File: config.mk
export PLATFORM = sky130hd
export DESIGN_NAME = dac_spi_tx
export DESIGN_NICKNAME = d
export VERILOG_FILES = /design/src/rtl/dac_spi_tx.sv
export SDC_FILE = /design/constraint.sdc
export NUM_CORES = 1
export LEC_CHECK = 0
export CORE_MARGIN = 4
export CORE_UTILIZATION = 35
export DETAILED_ROUTE_END_ITERATION = 10
export PLACE_DENSITY = 0.69
export SLEW_MARGIN = 40
export SYNTH_ARGS = -nofsm -noshare
export SYNTH_HDL_FRONTEND = slang
export SYNTH_SLANG_ARGS = --single-unit
File: constraint.sdc
create_clock -name sclk -period 6.7 [get_ports sclk]
set_input_delay 0.67 -clock sclk [delete_from_list [all_inputs] [get_ports sclk]]
set_output_delay 0.67 -clock sclk [all_outputs]
set_load 0.01 [all_outputs]
File: src/rtl/dac_spi_tx.sv
// Converts one signed Q(p.f) sample per strobe into a saturated 12-bit DAC code and
// shifts it out as a 16-bit SPI frame, MSB first; the DAC samples on falling dac_sclk.
module dac_spi_tx #(
  parameter int unsigned p       = 8,
  parameter int unsigned f       = 14,
  parameter int unsigned Width   = p + f + 1,
  parameter int unsigned CLK_DIV = 2
) (
  input  logic             sclk,
  input  logic             rst,
  input  logic             enable,
  input  logic [Width-1:0] dato_dac,
  output logic             busy,
  output logic             done,
  output logic             overrun,
  output logic             dac_sync_n,
  output logic             dac_sclk,
  output logic             dac_din
);

  localparam int unsigned CODE_W  = 12;
  localparam int unsigned FRAME_W = 16;
  localparam int unsigned BIT_W   = $clog2(FRAME_W);
  localparam int unsigned PH_W    = $clog2(2 * CLK_DIV);
  localparam logic [PH_W-1:0]  PH_HALF  = PH_W'(CLK_DIV);
  localparam logic [PH_W-1:0]  PH_LAST  = PH_W'(2 * CLK_DIV - 1);
  localparam logic [BIT_W-1:0] BIT_MSB  = BIT_W'(FRAME_W - 1);

  typedef enum logic [1:0] {IDLE, SHIFT, GAP} state_t;

  state_t               state, state_nxt;
  logic [BIT_W-1:0]     bit_cnt, bit_nxt;
  logic [PH_W-1:0]      ph, ph_nxt;
  logic [FRAME_W-1:0]   frame, frame_nxt;
  logic [CODE_W-1:0]    code_c;
  logic                 busy_nxt, done_nxt, overrun_nxt;
  logic                 sync_n_nxt, sclk_nxt, din_nxt;
  logic                 unused_lsb;

  // Truncated fraction bits below the DAC resolution carry no information.
  assign unused_lsb = ^dato_dac[f-CODE_W-1:0];

  // Saturating conversion: negative clamps to zero, >= 1.0 clamps to full scale.
  always_comb begin
    code_c = dato_dac[f-1 -: CODE_W];
    if (dato_dac[Width-1]) begin
      code_c = '0;
    end else if (|dato_dac[Width-2:f]) begin
      code_c = '1;
    end
  end

  // Next state; outputs are derived from the next state so they register alongside it.
  always_comb begin
    state_nxt = state;
    bit_nxt   = bit_cnt;
    ph_nxt    = ph;
    frame_nxt = frame;
    case (state)
      IDLE: begin
        if (enable) begin
          state_nxt = SHIFT;
          bit_nxt   = BIT_MSB;
          ph_nxt    = '0;
          frame_nxt = {{(FRAME_W-CODE_W){1'b0}}, code_c};
        end
      end
      SHIFT: begin
        if (ph == PH_LAST) begin
          ph_nxt = '0;
          if (bit_cnt == '0) begin
            state_nxt = GAP;
          end else begin
            bit_nxt = bit_cnt - BIT_W'(1);
          end
        end else begin
          ph_nxt = ph + PH_W'(1);
        end
      end
      GAP: begin
        if (ph == PH_LAST) begin
          state_nxt = IDLE;
          ph_nxt    = '0;
        end else begin
          ph_nxt = ph + PH_W'(1);
        end
      end
      default: begin
        state_nxt = IDLE;
        bit_nxt   = '0;
        ph_nxt    = '0;
      end
    endcase

    busy_nxt    = (state_nxt != IDLE);
    done_nxt    = (state_nxt == GAP) && (ph_nxt == PH_LAST);
    overrun_nxt = enable && (state != IDLE);
    sync_n_nxt  = (state_nxt != SHIFT);
    sclk_nxt    = !((state_nxt == SHIFT) && (ph_nxt >= PH_HALF));
    din_nxt     = (state_nxt == SHIFT) && frame_nxt[bit_nxt];
  end

  always_ff @(posedge sclk) begin
    if (rst) begin
      state      <= IDLE;
      bit_cnt    <= '0;
      ph         <= '0;
      frame      <= '0;
      busy       <= 1'b0;
      done       <= 1'b0;
      overrun    <= 1'b0;
      dac_sync_n <= 1'b1;
      dac_sclk   <= 1'b1;
      dac_din    <= 1'b0;
    end else begin
      state      <= state_nxt;
      bit_cnt    <= bit_nxt;
      ph         <= ph_nxt;
      frame      <= frame_nxt;
      busy       <= busy_nxt;
      done       <= done_nxt;
      overrun    <= overrun_nxt;
      dac_sync_n <= sync_n_nxt;
      dac_sclk   <= sclk_nxt;
      dac_din    <= din_nxt;
    end
  end

endmodule
==> After elaboration in Yosys (flattened, before gate mapping) <==
Index checks and enable logic that the tools add are counted.
Widths: inputs -> output; s select.
{ "totals": {"regBits": 30, "in_bits": 26, "out_inout_bits": 6, "wordCells": 50} }
{ "op_classes": {"add_sub_neg": 2, "n_lt_le_gt_ge": 2, "n_eq_ne": 7, "mux": 18, "n_reduce_logical": 11} }
{ "ops": {"columns": ["op", "n"], "rows": [
  ["$mux 16", 2],
  ["$mux 12", 2],
  ["$mux 2", 6],
  ["$mux 4", 3],
  ["$pmux 4 s3", 1],
  ["$eq 2x2->1 const B", 4],
  ["$reduce_or 8->1", 1],
  ["$pmux 2 s3", 1],
  ["$lt 4x5->1 const B", 1],
  ["$bmux 1 s4", 1],
  ["$eq 2x1->1 const B", 2],
  ["$logic_and 1x1->1", 4],
  ["$logic_not 4->1", 1],
  ["$pmux 2 s2", 1],
  ["$reduce_bool 2->1", 2],
  ["$sub 4x1->4 const B", 1],
  ["$add 2x1->2 const B", 1],
  ["$ge 2x2->1 const B", 1],
  ["$logic_not 2->1", 1],
  ["$ne 2x1->1 const B", 1],
  ["$reduce_or 2->1", 1],
  ["$logic_not 1->1", 1],
  ["$mux 1", 1]
]} }

==> Logic depth before layout (Yosys ltp) <==
{ "depth": {"word_depth": 8, "ltp_mapped": 11} }

==> Worst setup path after synthesis <==
OpenSTA, ideal clock, no wires.
{ "synth_timing": {"path_kind": "reg-to-reg", "start": "register state[1]", "end": "register dac_din", "setup_time_ps": 79, "arrival_ps": 2410, "required_time_ps": 6621, "path_slack_ps": 4210, "path_stages_with_launch": 11, "path_buffers": 1, "path_cell_list": "dfxtp_1 > inv_1 > ha_1 > nor4bb_1 > o41a_1 > or3_1 > buf_2 > mux2_4 > a21oi_1 > a21oi_1 > a211oi_2"} }
{ "synth_between": {"elab_chain_cells": 5} }
{ "synth_rtl": {"columns": ["element", "line", "text"], "rows": [
  ["start, declared", "31", "state_t state, state_nxt;"],
  ["start signal, assigned", "116", "state <= state_nxt;"],
  ["$eq 2x2->1, or another cell as far along", "59", "case (state)"],
  ["$pmux 4 s3, or another cell as far along", "59", null],
  ["$bmux 1 s4 or $pmux 2 s3 (tied branches)", "100, 59", null],
  ["$mux 1 (implied by the code) or $eq 2x1->1 (tied branches)", "100", "din_nxt = (state_nxt == SHIFT) && frame_nxt[bit_nxt];"],
  ["$logic_and 1x1->1 *", "100", null],
  ["end signal, assigned", "125", "dac_din <= din_nxt;"],
  ["end, declared", "18", "output logic dac_din"]
]} }
Every way passes the cells marked *; elsewhere a longest branch is shown, timed or not. The select of a mux whose other input is x is not followed.
A chain may end at the register's enable or synchronous reset.

==> Worst setup path after layout <==
{ "layout_timing": {"start": "input enable", "end": "register dac_din"} }
{ "layout_between": {"elab_chain_cells": 5} }
{ "layout_rtl": {"columns": ["element", "line", "text"], "rows": [
  ["start, declared", "11", "input logic enable,"],
  ["$mux 4 or $mux 16 (tied branches)", "61", "if (enable) begin"],
  ["$pmux 4 s3 or $mux 16 (tied branches)", "59", null],
  ["$bmux 1 s4", "100", null],
  ["$mux 1 (implied by the code)", "100", null],
  ["$logic_and 1x1->1 *", "100", null]
]} }
Marks and branches as above.

==> results.md <==
* Outcome: completed
* Reg area at 601 um2
* Sequential fraction of the synthesis area at 39.3%
* Most frequent cells in the layout: 30 x dfxtp_1, 28 x clkdlybuf4s50_1, 20 x nor2_1, 15 x a21oi_1, 14 x nand2_1
* Maxcap violations at 0
* Hold EP: frame[13]
* CTS resizes at 0
* Ratio of cells with drive above 1 in the final layout at under 10%
* TritonCTS Sinks at 30
* R2R cell count at 9
* Vias in the first global route at 1312
* Slowest-stage cell, CP: a221oi_1
* Clk buf depth at 2
* DIE WIDTH at ~74 um
* HP Start: frame[13]
* Area leader, netlist: dfxtp_1
* Synthesized Nets at around 210
* Layout fillers at between 400 and 500
* Initial antenna violation count at 0
* First-pass GRT wire length at just under 6000 um
* Worst setup EP type: flop
* Share of the synthesized area in the top cell type at just under 40%
* Leading cell type in the layout, fill and taps excluded: dfxtp_1
* Via Count at about 1400
* Post-synth ARST share at 0%
* Setup repair bufs after CTS at 0
* Synthesized instance count at between 150 and 200
* Hold slack at around 450 ps
* Hold path depth at 1
* Area growth, synth to finish at 27.0%
* Post-route setup slack at 3610 ps
* Initial DRC count at a little under 90
* Count of input and output buffers at 29
* Fmax at 0.323 GHz
* # setup viols final at 0
* #FFs+latches synth at 30
* Num CTS Buffers at 5
* Starting Density at 37.1%
* Post-synth EDFFs at 0
* Dominant synthesized flop cell: dfxtp_1
* Final period util at 46.2%
* DR vias/cell at between 5 and 6
* Flop2flop setup slack at 3750 ps
* Die Height at about 74 um
* Fin nets at between 200 and 250
* DRC at 0
* Final Hold Viols at 0
* Global route total overflow at 0
* Worst-path clk slew at about 60 ps
* Largest net degree at the start of global routing at 23
* Synth area leaders: dfxtp_1 39%, a21oi_1 4.9%, ha_1 4.9%, nor2_1 4.9%, nand2_1 3.4%
* Mapped cell area at between 1500 and 2000 um2
* Die area at approximately 5500 um2
* Hpwl dp at 2610 um
* Cell row count at 23
* GRT Total Usage at a little over an eighth
* VDD IR-drop max at roughly 0.13 mV
* Syn avg cell area at ~8.4 um2
* H-tree Lvls at 2
* Slowest stage delay, CP at around 620 ps
* Layout Skew at a little over 7 ps
* Rel. slew slack at 54.1%
* RSZ-0062 raised after global routing: false
* CP max FO at 13
* Diode count at 0
* CTS tree: yes
* Wirelength, routed at around 3500 um
* Type of the worst min-delay path: reg2reg
* # IOs at 32
* Multi-input gate area at 861 um2
* Setup WS pre-CTS at roughly 3400 ps
* Critical R2R Launch: state[0]
* Worst-margin pin slew at between 600 and 700 ps
* Pleak at between 0.7 and 0.8 nW
* Pre-antenna DRT Iters at 4
* Worst skew pair latency at around 280 ps
* Setup TNS at 0 ps
* Reg2reg end: dac_din
* Most frequent CP cell: nor2_1
* Root Buffer: clkbuf_8
* Worst Setup Start Kind: input pin
* WL per Instance at 13.5 um
* Antenna-violating nets left at 0
* Synth cell types at 41
* Kind of critical path: in2reg
* CTS Hold Bufs at 0
* Slew Viols, Final at 0
* GPL Wtd Cong at between 0.8 and 0.9
* Power Density at between 200 and 250 nW/um2
* Crit path DAT at about 3200 ps
* Total core area at slightly above 4000 um2
* Final worst path period need at 3090 ps
* Yosys warns at 0
* CP Cell Sequence: clkdlybuf4s50_1 > and2_1 > nor2_1 > a221oi_1 > nor2_1 > a32o_1 > nor4_1 > a211oi_2
* Required @ worst endpoint at between 6000 and 7000 ps
==> registers in the layout, summed over array words and instances (netlist names) <==
register / count
dac_din: 1
done: 1
busy: 1
state: 2
frame: 16
bit_cnt: 4
dac_sclk: 1
overrun: 1
ph: 2
dac_sync_n: 1
==> where the power goes <==
part / total, W / switching [W] / leakage, nW / internal (W)
sequential: 0.000197 / 0.00000660 / 0.246 / 0.000190
combinational: 0.0000970 / 0.0000503 / 0.446 / 0.0000466
clock: 0.000147 / 0.0000647 / 0.0482 / 0.0000827
==> cell type report <==
cell class / count / share of cell area [%]
Multi-Input combinational cell: 134 / 44.4
Sequential cell: 30 / 31.0
Timing Repair Buffer: 29 / 14.7
Clock buffer: 7 / 4.45
Tap cell: 50 / 3.23
Inverter: 10 / 1.94
Clock inverter: 1 / 0.258
==> cells by family (layout without fill, tap and decap cells) <==
group,Yosys count,after routing,synth area share [%]
adders and majority gates,6,6,4.92
and+or+nand+nor,75,75,26.1
buffers and inverters,17,47,4.26
DFF,30,30,39.3
AOI/OAI and AO/OA,49,49,22.5
muxes,4,4,2.95
==> metrics by stage <==
| stage | power, W | utilization [%] | instances | area (um2) |
|---|---|---|---|---|
| after detailed placement | 0.000297 | 45.0 | 253 | 1850 |
| after CTS | 0.000444 | 47.2 | 261 | 1940 |
| final | 0.000441 | 47.1 | 261 | 1940 |
| after global routing | 0.000466 | 47.1 | 261 | 1940 |
| after floorplan | 0.000264 | - | 181 | 1530 |
| after global placement | 0.000296 | 45.0 | 253 | 1850 |
==> cells in the mapped netlist (all sizes together) (2+ instances only) <==
master,instances
nor2,20
nor4,5
a21oi,15
a31oi,6
clkbuf,6
a221oi,3
dfxtp,30
inv,10
or3b,2
o21a,3
nand3,3
nand2b,3
mux2i,3
ha,6
a2111oi,2
nor3,4
and2,7
nand2,14
nor3b,2
nor2b,7
o221ai,3
a211oi,2
o21ai,8
==> routing by layer <==
| layer | up-vias | global-route usage, % | share of wire, % |
|---|---|---|---|
| met5 | - | 0 | 0 |
| met4 | 0 | 5.43 | 1.7 |
| met3 | 6 | 2.57 | 3.4 |
| met2 | 25 | 22.8 | 47 |
| met1 | 664 | 17.2 | 48 |
| li1 | 715 | - | - |
==> critical path, delay by kind of cell <==
family,cells,cell delay [ps]
simple gates,4,1110
buf+inv,1,530
compound gates,3,930
==> worst max-delay path by stage <==
stage,startpoint,end,slack [ps],depth (start not counted)
6_report,enable,dac_din,3610,8
5_1_grt,enable,dac_din,3470,8
4_1_cts,enable,dac_din,3640,8
3_5_place_dp,enable,dac_din,3360,8
3_3_place_gp,enable,dac_din,3380,8
2_1_floorplan,state[1],dac_din,4210,10
Note: power is estimated with default switching activity, not from simulation.
